## src/rtl/sprite_pixel_writer_pkg.sv

```systemverilog
// Shared graphics definitions: line-buffer entry layout, pixel attributes, line geometry.
// Latency: n/a (types and constants only).
// Backpressure: n/a.
package sprite_pixel_writer_pkg;

   localparam int LINE_WIDTH_DEF = 640;
   localparam int X_W            = 10;
   localparam int COLOR_W        = 8;
   localparam int DEPTH_W        = 2;
   localparam int MASK_W         = 4;
   localparam int ENTRY_W        = 16;

   // Line-buffer entry; reserved bits are always written as zero.
   typedef struct packed {
      logic [1:0]         rsvd;
      logic [MASK_W-1:0]  mask;
      logic [DEPTH_W-1:0] depth;
      logic [COLOR_W-1:0] color;
   } entry_t;

   // Attributes of one sprite pixel carried from accept into the resolve stage.
   typedef struct packed {
      logic [X_W-1:0]     x;
      logic [COLOR_W-1:0] color;
      logic [DEPTH_W-1:0] depth;
      logic [MASK_W-1:0]  mask;
      logic               last;
   } pix_attr_t;

endpackage

```

## src/rtl/sprite_pixel_writer_if.sv

```systemverilog
// Sprite pixel stream: valid/ready handshake plus pixel attributes.
// Latency: n/a (wires only).
// Backpressure: producer holds a pixel until pix_valid && pix_ready.
interface sprite_pixel_writer_if;
   import sprite_pixel_writer_pkg::*;

   logic               pix_valid;
   logic               pix_ready;
   logic [X_W-1:0]     pix_x;
   logic [COLOR_W-1:0] pix_color;
   logic [DEPTH_W-1:0] pix_depth;
   logic [MASK_W-1:0]  pix_coll_mask;
   logic               pix_last;

   modport master (
      output pix_valid, pix_x, pix_color, pix_depth, pix_coll_mask, pix_last,
      input  pix_ready
   );

   modport slave (
      input  pix_valid, pix_x, pix_color, pix_depth, pix_coll_mask, pix_last,
      output pix_ready
   );

endinterface

```

## src/rtl/sprite_pixel_writer.sv

```systemverilog
// Merges sprite pixels into the line buffer (read-modify-write) and tracks collisions.
// Latency: read issued in accept cycle, write in the next cycle; line_done one cycle after that.
// Backpressure: ready every cycle except during rst or line_start; no bubbles.
module sprite_pixel_writer
   import sprite_pixel_writer_pkg::*;
#(
   parameter int LINE_WIDTH = LINE_WIDTH_DEF
) (
   input  logic                 clk,
   input  logic                 rst,
   input  logic                 line_start,
   sprite_pixel_writer_if.slave pix,
   output logic [X_W-1:0]       lb_rd_idx,
   input  logic [ENTRY_W-1:0]   lb_rd_data,
   output logic [X_W-1:0]       lb_wr_idx,
   output logic [ENTRY_W-1:0]   lb_wr_data,
   output logic                 lb_wr_en,
   output logic [MASK_W-1:0]    collision,
   output logic                 line_done,
   output logic                 busy
);

   localparam logic [X_W:0] LINE_LIMIT = (X_W+1)'(LINE_WIDTH);

   // Opaque pixel over an existing entry: the first opaque color/depth owns the
   // slot, later sprites only add their collision mask bits.
   function automatic entry_t merge_entry(input entry_t e, input pix_attr_t p);
      entry_t r;
      r.rsvd = '0;
      r.mask = e.mask | p.mask;
      if (e.color == '0) begin
         r.color = p.color;
         r.depth = p.depth;
      end else begin
         r.color = e.color;
         r.depth = e.depth;
      end
      return r;
   endfunction

   logic      accept;
   logic      s1_vld;
   pix_attr_t s1;
   logic      fwd_vld;
   entry_t    fwd_entry;
   entry_t    cur_entry;
   entry_t    new_entry;
   logic      s1_in_range;
   logic      wr_fire;

   assign pix.pix_ready = !rst && !line_start;
   assign accept        = pix.pix_valid && pix.pix_ready;
   assign lb_rd_idx     = accept ? pix.pix_x : '0;

   // The line buffer cannot yet show last cycle's write, so use the forwarded copy.
   assign cur_entry   = fwd_vld ? fwd_entry : entry_t'(lb_rd_data);
   assign new_entry   = merge_entry(cur_entry, s1);
   assign s1_in_range = {1'b0, s1.x} < LINE_LIMIT;
   assign wr_fire     = s1_vld && !rst && (s1.color != '0) && s1_in_range;

   assign lb_wr_en   = wr_fire;
   assign lb_wr_idx  = wr_fire ? s1.x : '0;
   assign lb_wr_data = wr_fire ? new_entry : '0;
   assign busy       = s1_vld && !rst;

   // Capture the accepted pixel's attributes for the resolve stage.
   always_ff @(posedge clk) begin
      if (rst) begin
         s1_vld <= 1'b0;
         s1     <= '0;
      end else begin
         s1_vld <= accept;
         if (accept) begin
            s1.x     <= pix.pix_x;
            s1.color <= pix.pix_color;
            s1.depth <= pix.pix_depth;
            s1.mask  <= pix.pix_coll_mask;
            s1.last  <= pix.pix_last;
         end
      end
   end

   // Remember this cycle's write when the pixel just accepted reads the same slot.
   always_ff @(posedge clk) begin
      if (rst) begin
         fwd_vld   <= 1'b0;
         fwd_entry <= '0;
      end else begin
         fwd_vld <= wr_fire && accept && (pix.pix_x == s1.x);
         if (wr_fire && accept && (pix.pix_x == s1.x)) begin
            fwd_entry <= new_entry;
         end
      end
   end

   // Sticky collision bits for the current line.
   always_ff @(posedge clk) begin
      if (rst || line_start) begin
         collision <= '0;
      end else if (wr_fire) begin
         collision <= collision | (cur_entry.mask & s1.mask);
      end
   end

   // End-of-line pulse once the last pixel resolves, unless the line was aborted.
   always_ff @(posedge clk) begin
      if (rst) begin
         line_done <= 1'b0;
      end else begin
         line_done <= s1_vld && s1.last && !line_start;
      end
   end

endmodule

```

## src/flat_wrapper.sv

```systemverilog
// flat-port wrapper written by rule: the top's interface ports become plain ports
module sprite_pixel_writer_flat import sprite_pixel_writer_pkg::*;
#(
   parameter int LINE_WIDTH = LINE_WIDTH_DEF
)
  (clk, rst, line_start, lb_rd_idx, lb_rd_data, lb_wr_idx, lb_wr_data, lb_wr_en, collision, line_done, busy, pix_pix_valid, pix_pix_x, pix_pix_color, pix_pix_depth, pix_pix_coll_mask, pix_pix_last, pix_pix_ready);
  sprite_pixel_writer_if pix_i ();
  input  logic clk;
  input  logic rst;
  input  logic line_start;
  output logic [X_W-1:0] lb_rd_idx;
  input  logic [ENTRY_W-1:0] lb_rd_data;
  output logic [X_W-1:0] lb_wr_idx;
  output logic [ENTRY_W-1:0] lb_wr_data;
  output logic lb_wr_en;
  output logic [MASK_W-1:0] collision;
  output logic line_done;
  output logic busy;
  input wire logic [$bits(pix_i.pix_valid)-1:0] pix_pix_valid;
  input wire logic [$bits(pix_i.pix_x)-1:0] pix_pix_x;
  input wire logic [$bits(pix_i.pix_color)-1:0] pix_pix_color;
  input wire logic [$bits(pix_i.pix_depth)-1:0] pix_pix_depth;
  input wire logic [$bits(pix_i.pix_coll_mask)-1:0] pix_pix_coll_mask;
  input wire logic [$bits(pix_i.pix_last)-1:0] pix_pix_last;
  output wire logic [$bits(pix_i.pix_ready)-1:0] pix_pix_ready;
  assign pix_i.pix_valid = pix_pix_valid;
  assign pix_i.pix_x = pix_pix_x;
  assign pix_i.pix_color = pix_pix_color;
  assign pix_i.pix_depth = pix_pix_depth;
  assign pix_i.pix_coll_mask = pix_pix_coll_mask;
  assign pix_i.pix_last = pix_pix_last;
  assign pix_pix_ready = pix_i.pix_ready;
  sprite_pixel_writer #(.LINE_WIDTH(LINE_WIDTH)) u_core (.clk(clk), .rst(rst), .line_start(line_start), .pix(pix_i), .lb_rd_idx(lb_rd_idx), .lb_rd_data(lb_rd_data), .lb_wr_idx(lb_wr_idx), .lb_wr_data(lb_wr_data), .lb_wr_en(lb_wr_en), .collision(collision), .line_done(line_done), .busy(busy));
endmodule
```

## config.mk

```make
export PLATFORM = sky130hd
export DESIGN_NAME = sprite_pixel_writer_flat
export DESIGN_NICKNAME = d
export VERILOG_FILES = /design/src/rtl/sprite_pixel_writer_pkg.sv /design/src/rtl/sprite_pixel_writer_if.sv /design/src/rtl/sprite_pixel_writer.sv /design/src/flat_wrapper.sv
export SDC_FILE = /design/constraint.sdc
export NUM_CORES = 1
export LEC_CHECK = 0
export ABC_AREA = 0
export BUFFER_PORTS_ARGS = -buffer_cell sky130_fd_sc_hd__buf_2
export CORE_ASPECT_RATIO = 0.9
export CORE_MARGIN = 2
export CORE_UTILIZATION = 40
export CTS_CLUSTER_SIZE = 30
export DETAILED_ROUTE_END_ITERATION = 16
export PLACE_DENSITY = 0.78
export SLEW_MARGIN = 40
export SYNTH_ARGS = -nofsm -noshare
export SYNTH_HDL_FRONTEND = slang
export SYNTH_SLANG_ARGS = --single-unit
```

## constraint.sdc

```tcl
create_clock -name clk -period 2.2 [get_ports clk]
set_clock_uncertainty 0.05 [all_clocks]
set_input_delay 0.11 -clock clk [delete_from_list [all_inputs] [get_ports clk]]
set_output_delay 0.11 -clock clk [all_outputs]
set_load 0.005 [all_outputs]
```

==> metrics, run 1 <==
status=complete, no violations; Root Driver=clkbuf_8; YS warnings=0; Seq/Total Area, Yosys=a little under two fifths; Worst Setup End Kind=primary output; mapped cell area=0.00246 mm^2; Via density=5.21; final core utilization=54.6%; Max-Slew Margin vs Limit=66.1%; nets@finish=457; post-DR wirelength/cell=approximately 14 um; DIE WIDTH=86.6 um; Initial Util=40.8%; Max Freq=468 MHz; H-tree depth=2; max cap viols=0; Post-synth EDFFs=0; P&R area growth vs syn=33.6%; # port buffers=84; clk_lat worst skew=300 ps; vias in the first global route=around 2300; TritonCTS Buffers=5; critical path class=register to primary output; Worst Hold Class=input pin to register; CP Launch Type=register; clk buf depth=2; die area=around 0.0068 mm^2; final setup violation count=0; Clock Sinks=46; Worst Path Arrival=1980 ps; I/O pins=89; Pleak=about 0.0015 uW; Final WS setup=between 60 and 70 ps; setup TNS=0 ps; minimum clock period=approximately 2100 ps; Final Cycle Share=a little over nine tenths; Reg2Reg Depth=6; Worst-path clk slew=around 90 ps; maximum vdd drop=approximately 0.35 mV; DRT iter0 DRCs=~160; hold depth=2; Power per Cell Area=528 mW/mm^2; n_diodes=0; final hold slack=around 4.7 ps; chip height=roughly 78 um; Rows=27; total number of vias=between 2000 and 3000; CP Max Fanout=8; register bit total from synthesis=46; Synth async-reset ratio=0%; DR pass1 iterations=4; first-pass GRT wire length=between 10000 and 15000 um; largest net degree at the start of global routing=46; Slew Limit Fails=0; final WL=a little under 7000 um; pre-CTS WS=289 ps; Syn Inst Count=309; Post-DRT Antenna Nets=0; post-synth cell types=38; # DRC=0; CTS tree=yes; hpwl dp=approximately 4700 um; routability cong.=0.885; Fin. Hold Viols=0; Core Region=around 0.0060 mm^2; grt ovf=0; layout cells sized above 1=about 31%; Worst Tran Pin Value=504 ps; Tot GR Track Use=between 20% and 30%; Avg Cell Area, Syn=7.95 um^2; Worst Path Required=2040 ps; initial antenna violation count=0; Most used DFF post-synth=dfxtp_1
==> kinds of logic after synthesis <==
kind of cell	synth area share (%)
AO/OA/AOI/OAI	18.6
XOR/XNOR	3.57
other	0.153
multiplexers	5.09
buffers and inverters	8.10
flip-flops	37.5
AND/OR/NAND/NOR	27.0
==> synth_stat cells, types with 2 or more instances <==
master,n,area (um^2)
mux2i_1,8,80.1
xor2_1,10,87.6
o32ai_1,2,17.5
nor3_1,12,60.1
or4_1,2,15.0
buf_6,3,33.8
clkbuf_1,14,52.6
a21oi_1,36,180
a211oi_2,7,87.6
nor4_2,2,25.0
buf_4,4,30.0
nand4_1,6,37.5
and2_1,10,62.6
inv_1,20,75.1
mux2_2,4,45.0
a211oi_1,7,52.6
o21ai_0,2,10.0
nand2_1,64,240
nor4_1,4,25.0
a211o_1,2,17.5
nor2_1,11,41.3
nand3b_1,11,82.6
o31ai_1,5,37.5
dfxtp_1,46,921
a31oi_1,4,25.0
==> worst max-delay path: stages, from the launching register on <==
cell	delay, ps
dfxtp_1	350
nor4_2	290
buf_4	180
nand3_1	170
o31ai_4	130
buf_6	180
nand2_1	80
a21oi_2	160
buf_2	130
==> path summary, 6_finish.rpt <==
check | start | to | slack, ps
worst min-delay path | line_start | u_core.collision[3] | 5
worst max register to register | u_core.s1[20] | u_core.fwd_entry[12] | 300
worst max-delay path | u_core.fwd_entry[2] | lb_wr_data[3] | 60
worst min register to register | u_core.fwd_entry[13] | u_core.fwd_entry[13] | 410
==> where the power goes <==
| group | internal (uW) | switching [uW] | leakage [uW] |
|---|---|---|---|
| Clock | 341 | 310 | 0.0000585 |
| Combinational | 98.3 | 109 | 0.00106 |
| Sequential | 854 | 22.0 | 0.000373 |
==> flip-flops by register name (all words and copies together) (netlist names) <==
register and count:
u_core.s1_vld 1, u_core.collision 4, u_core.s1 25, u_core.fwd_entry 14, u_core.fwd_vld 1, u_core.line_done 1
==> cells in the final DEF (no fill, tap or decap), types with 8 or more instances in the layout <==
master / instances
nand3b_1: 11
mux2i_1: 8
a21oi_1: 33
buf_4: 13
nor3_1: 12
xor2_1: 10
and2_1: 10
inv_1: 20
buf_2: 85
dfxtp_1: 46
nor2_1: 11
nand2_1: 64
dlygate4sd3_1: 18
==> stage by stage <==
| stage | power (uW) | std cells | cell area [um^2] |
|---|---|---|---|
| after floorplan | 991 | 310 | 2460 |
| final | 1730 | 485 | 3280 |
| after global routing | 1810 | 485 | 3280 |
| after CTS | 1740 | 479 | 3210 |
| after detailed placement | 1080 | 456 | 2950 |
| after global placement | 1070 | 456 | 2950 |
==> per-layer routing <==
layer / share of wire, % / GRT usage [%]
met5: 0 / 0
met3: 6.1 / 4.00
met4: 1.1 / 6.41
met2: 48 / 32.4
met1: 45 / 27.2
==> what timing repair did <==
item                                   CTS  global route
hold buffers                            15             3
resized for setup                        0             5
buffers inserted                         0             2
endpoints found under the hold margin   15             1
setup endpoints to repair                0             8
==> layout make-up <==
cell class              count  area (um^2)
inverters                  21         78.8
fillers                   585         2730
clock buffers               5         68.8
clock inverters             3         43.8
multi-input cells         221         1370
flip-flops and latches     46          921
repair buffers            117          714
well taps                  72         90.1
No activity file was read; power rests on OpenSTA's default activity.
==> run 2, diff against run 1 <==
--- a/config.mk
+++ b/config.mk
@@ -5,7 +5,7 @@
 export SDC_FILE = /design/constraint.sdc
 export NUM_CORES = 1
 export LEC_CHECK = 0
-export ABC_AREA = 0
+export ABC_AREA = 1
 export BUFFER_PORTS_ARGS = -buffer_cell sky130_fd_sc_hd__buf_2
 export CORE_ASPECT_RATIO = 0.9
 export CORE_MARGIN = 2
==> metrics, run 2 <==
Synth Area in XOR/XNOR=about 1.1%; Non-Filler Instances=550; Syn Inst Count=slightly below 400; die area=roughly 0.007 mm^2; Tot GR Track Use=between 10% and 20%; total number of vias=~2600; clk buf depth=2; CP Max Fanout=22; P&R area growth vs syn=27.4%; status=complete, no violations; Synth Area in Compound Gates=under 10%; Final Cycle Share=between 90% and 100%; setup TNS=0 ps; critical path class=input pin to primary output; Post-synth EDFFs=0; Post-Synth Adder-Cell Area=0%; Core Region=0.00605 mm^2; top-count cell post-synth=nand2_1; Via density=4.70; portion of netlist area occupied by mux cells=about 1.6%; Avg Cell Area, Syn=between 6 and 7 um^2; Reg with most FFs=u_core.s1; min-delay src=rst; Synth async-reset ratio=0%; DR pass1 iterations=4; hpwl dp=around 4400 um; first-pass GRT wire length=10300 um; Worst Path Arrival=about 1800 ps; pre-CTS WS=~460 ps; DIE WIDTH=about 87 um; initial antenna violation count=0; Synth top area share=37.2%; Worst Setup End Kind=primary output; Worst-path clk slew=roughly 80 ps; Synth Area in Simple Gates=between 30% and 40%; Initial Util=roughly two fifths; minimum clock period=~2000 ps; grt ovf=0; Synth area leader=dfxtp_1; combinational family with the most area after synthesis=simple AND/OR/NAND/NOR gates; mapped cell area=about 0.0025 mm^2; DRT iter0 DRCs=between 70 and 80; Post-Layout Inst Area=between 0.003 and 0.004 mm^2; maximum vdd drop=a little over 0.4 mV; Rows=27; Slew Limit Fails=0; post-synth cell types=26; # port buffers=84; n_diodes=0; DP Cell Count=530; Power per Cell Area=514 mW/mm^2; Critical Path Start=line_start; final setup violation count=0; routability cong.=roughly 0.82; Root Driver=clkbuf_8; Worst Path Required=~2000 ps; Clock Sinks=between 40 and 50; layout cells sized above 1=26.2%; Filler Cells Inserted=a little over 600; Seq/Total Area, Yosys=between 30% and 40%; Fin. Hold Viols=0; Setup Fix Bufs, Post-CTS=0; Worst Hold Class=input pin to register; max cap viols=0; CTS tree=yes; Final WS setup=202 ps; I/O pins=89; Pleak=around 0.0017 uW; chip height=about 79 um; placed cell area=0.00293 mm^2; TritonCTS Buffers=5; most frequent cells in the layout=119 x nand2_1, 84 x buf_2, 62 x nor2_1, 45 x dfxtp_1, 26 x nand3_1; max reg flops=25; final core utilization=a little over half; clk_lat worst skew=about 300 ps; synth cell count leaders=119 x nand2_1, 63 x nor2_1, 46 x dfxtp_1, 26 x nand3_1, 25 x inv_1; Synth area leaders=dfxtp_1 37%, nand2_1 18%, nor2_1 9.6%; r2r startpoint=u_core.fwd_vld; # DRC=0; Post-DRT Antenna Nets=0; nets@finish=roughly 520; Max Freq=about 500 MHz; register bit total from synthesis=46; RSZ-0062 raised after global routing=no; H-tree depth=2; largest net degree at the start of global routing=37; biggest regs=u_core.s1: 25 flops, u_core.fwd_entry: 14 flops, u_core.collision: 4 flops; commonest non-fill, non-tap cell in the layout=nand2_1; final WL=between 6000 and 7000 um; CP Launch Type=input pin; Most used DFF post-synth=dfxtp_1; YS warnings=0; vias in the first global route=about 2400; post-DR wirelength/cell=11.1 um
## run 2: cell count changes in the layout (fill, tap and decap cells not counted), moves of 11 or more
cell and delta:
nand2_1 +55, inv_2 +16, nor2_1 +51, nand3_1 +25
a21oi_1 -12, nand3b_1 -11
## run 2: final timing paths
check                                           end  slack (ps)  cells past startpoint
worst max-delay path                   lb_rd_idx[9]         200                      9
worst min-delay path                  u_core.s1[21]          30                      2
worst max register to register  u_core.fwd_entry[8]         580                     11
worst min register to register  u_core.collision[2]         420                      1
## run 2: report_power, final
part           switching, uW  internal, uW
Combinational            122          97.2
Sequential              13.7           854
Clock                    281           254
## run 2: what timing repair did
item / in CTS / in global routing
gates resized for setup: 0 / 5
endpoints found under the setup margin: 0 / 12
endpoints found under the hold margin: 12 / 0
hold buffers: 12 / 0
## run 2: layout make-up
cell class | instances | area (um^2) | area share [%]
Clock buffer | 7 | 86.3 | 2.74
Clock inverter | 1 | 5.00 | 0.159
Inverter | 48 | 185 | 5.88
Multi-Input combinational cell | 273 | 1270 | 40.3
Sequential cell | 46 | 922 | 29.3
Tap cell | 72 | 90.1 | 2.86
Timing Repair Buffer | 103 | 593 | 18.8
## run 2: critical path: stages
cell	delay, ps
dlygate4sd3_1	530
buf_2	150
nor2_4	190
nand2_4	160
buf_4	250
inv_6	170
nand2_1	100
inv_1	60
buf_2	100
## run 2: routing by layer
layer / GRT usage (%) / share of wire [%]
met1: 23.8 / 48
met2: 30.4 / 45
met3: 4.00 / 5.7
met4: 6.72 / 1.3
met5: 0 / 0
## run 2: cell families after synthesis
kind of cell / Yosys count
AO/OA/AOI/OAI: 38
XOR/XNOR: 3
other: 1
AND/OR/NAND/NOR: 226
multiplexers: 4
buffers and inverters: 67
flip-flops: 46
## run 2: stage by stage
stage	hold slack (ps)	power (uW)
after floorplan	129	1010
after detailed placement	262	1090
after CTS	9.28	1640
after global placement	258	1080
after global routing	15.4	1710
final	26.0	1620
==> run 3, diff against run 2 <==
--- a/config.mk
+++ b/config.mk
@@ -7,12 +7,13 @@
 export LEC_CHECK = 0
 export ABC_AREA = 1
 export BUFFER_PORTS_ARGS = -buffer_cell sky130_fd_sc_hd__buf_2
-export CORE_ASPECT_RATIO = 0.9
 export CORE_MARGIN = 2
 export CORE_UTILIZATION = 40
+export CTS_BUF_LIST = sky130_fd_sc_hd__clkbuf_4
 export CTS_CLUSTER_SIZE = 30
 export DETAILED_ROUTE_END_ITERATION = 16
 export PLACE_DENSITY = 0.78
+export SKIP_CTS_REPAIR_TIMING = 1
 export SLEW_MARGIN = 40
 export SYNTH_ARGS = -nofsm -noshare
 export SYNTH_HDL_FRONTEND = slang
==> metrics, run 3 (synthesis results as in run 2) <==
final setup violation count=0; Fin. Hold Viols=1; Register Area=925 um^2; Filler Cells Inserted=608; nets@finish=between 500 and 600; Worst Hold Class=input pin to register; total number of vias=around 2600; most frequent cells in the layout=119 x nand2_1, 84 x buf_2, 61 x nor2_1, 45 x dfxtp_1, 26 x nand3_1; Post-DRT Antenna Nets=0; max cap viols=0; hpwl dp=between 4000 and 5000 um; worst-path cell chain=dlygate4sd3_1 > buf_2 > nor2_4 > nand2_4 > inv_2 > nand2_1 > a21oi_1 > dlygate4sd3_1; Slowest-stage cell, CP=dlygate4sd3_1; # port buffers=84; r2r setup slk=between 600 and 700 ps; biggest regs=u_core.s1: 25 flops, u_core.fwd_entry: 14 flops, u_core.collision: 4 flops; P&R area growth vs syn=30.5%; cell family with most CP delay=buffers and inverters; commonest non-fill, non-tap cell in the layout=nand2_1; first-pass GRT wire length=roughly 9500 um; H-tree depth=2; status=complete, but fails checks; Worst Setup End Kind=register; DRT iter0 DRCs=129; routability cong.=roughly 0.8; placed cell area=0.00293 mm^2; failing checks=negative hold slack; hold depth=3; post-DR wirelength/cell=between 10 and 15 um; Worst Path Required=around 2500 ps; grt ovf=0; Reg with most FFs=u_core.s1; Worst Path Arrival=2360 ps; Max Freq=approximately 480 MHz; clk buf depth=2; Buffers & Inverters on Critical Path=4; chip height=82.6 um; clk_lat worst skew=approximately 360 ps; Root Driver=clkbuf_4; TritonCTS Buffers=5; layout cells sized above 1=between 20% and 30%; critical path class=input pin to register; vias in the first global route=between 2000 and 2500; Clock Sinks=46; Final Cycle Share=95.2%; n_diodes=0; Reg2Reg Depth=10; area occupied by multi-input gates=~0.0013 mm^2; die area=0.00683 mm^2; largest net degree at the start of global routing=37; Final WS setup=105 ps; min-delay src=pix_pix_coll_mask[2]; pre-CTS WS=about 320 ps; initial antenna violation count=0; minimum clock period=roughly 2100 ps; final WL=6260 um; final hold slack=-0.556 ps; Worst-path clk slew=approximately 140 ps; reg2reg end=u_core.fwd_entry[1]; Worst path max stage delay=around 560 ps; Rows=28; Power per Cell Area=roughly 530 mW/mm^2; r2r startpoint=u_core.fwd_vld; CP dominant cell by count=dlygate4sd3_1; Hold EP=u_core.s1[3]; CP Launch Type=input pin; I/O pins=89; DP Cell Count=533; Core Region=0.00596 mm^2; Via density=around 4.6; Non-Filler Instances=~560; Pleak=~0.0018 uW; DIE WIDTH=between 80 and 90 um; max reg flops=25; # DRC=0; Slew Limit Fails=0; maximum vdd drop=~0.46 mV; Post-Layout Inst Area=about 0.0032 mm^2; CTS tree=yes; Tot GR Track Use=18.0%; DR pass1 iterations=4; Initial Util=between 40% and 50%; CP Max Fanout=22
-- run 3: cell count changes in the layout (fill, tap and decap cells not counted) --
cell,delta
clkbuf_1,-1
clkinv_2,-1
clkinv_1,+1
dlygate4sd3_1,+6
clkbuf_8,-6
bufinv_16,+2
nor2_1,-1
inv_6,-1
inv_4,+1
dfxtp_2,-1
clkbuf_4,+5
dfxtp_4,+1
nor2_2,+1
-- run 3: metal layers --
layer / wire length (um) / global-route usage, % / up-vias
met5: 0 / 0 / -
met4: 47 / 5.74 / 0
met3: 358 / 3.26 / 5
met2: 3100 / 32.4 / 78
met1: 2760 / 21.6 / 1142
li1: - / - / 1370
-- run 3: worst max path at each step --
stage                               from            end  slack [ps]  depth (start not counted)
after floorplan           u_core.fwd_vld  lb_wr_data[8]         750                          8
after global placement    u_core.fwd_vld  lb_wr_data[4]         310                          9
after detailed placement  u_core.fwd_vld  lb_wr_data[1]         320                          9
after CTS                 u_core.fwd_vld  lb_wr_data[1]        -100                          9
after global routing                 rst  u_core.s1[17]         -30                          8
final                                rst  u_core.s1[17]         110                          8
-- run 3: cell type report --
class | instances | share of cell area, %
clock inverter | 3 | 1.98
sequential | 46 | 28.7
multi-input combinational | 273 | 39.4
inverter | 48 | 5.66
clock buffer | 5 | 1.16
tap | 75 | 2.91
timing repair buffer | 109 | 20.2
-- run 3: worst reg2reg max path, stage by stage, from the launching register on --
cell	delay (ps)
dfxtp_4	420
inv_4	130
nand2_1	60
nand2_1	100
nand2_1	70
nor2_2	190
buf_4	180
nand3_1	90
nand2_1	70
nor2_1	40
nor2_1	110
-- run 3: report_power, final --
group	internal, uW	switching [uW]
clock	350	271
sequential	854	13.4
combinational	104	122
total	1310	407
-- run 3: stage by stage --
step	total power, uW	TNS (ps)	util (%)
6_report	1710	0	54.2
5_1_grt	1800	-30.3	54.2
4_1_cts	1710	-647	51.0
3_5_place_dp	1090	0	49.3
3_3_place_gp	1080	0	49.3
2_1_floorplan	1010	0	-
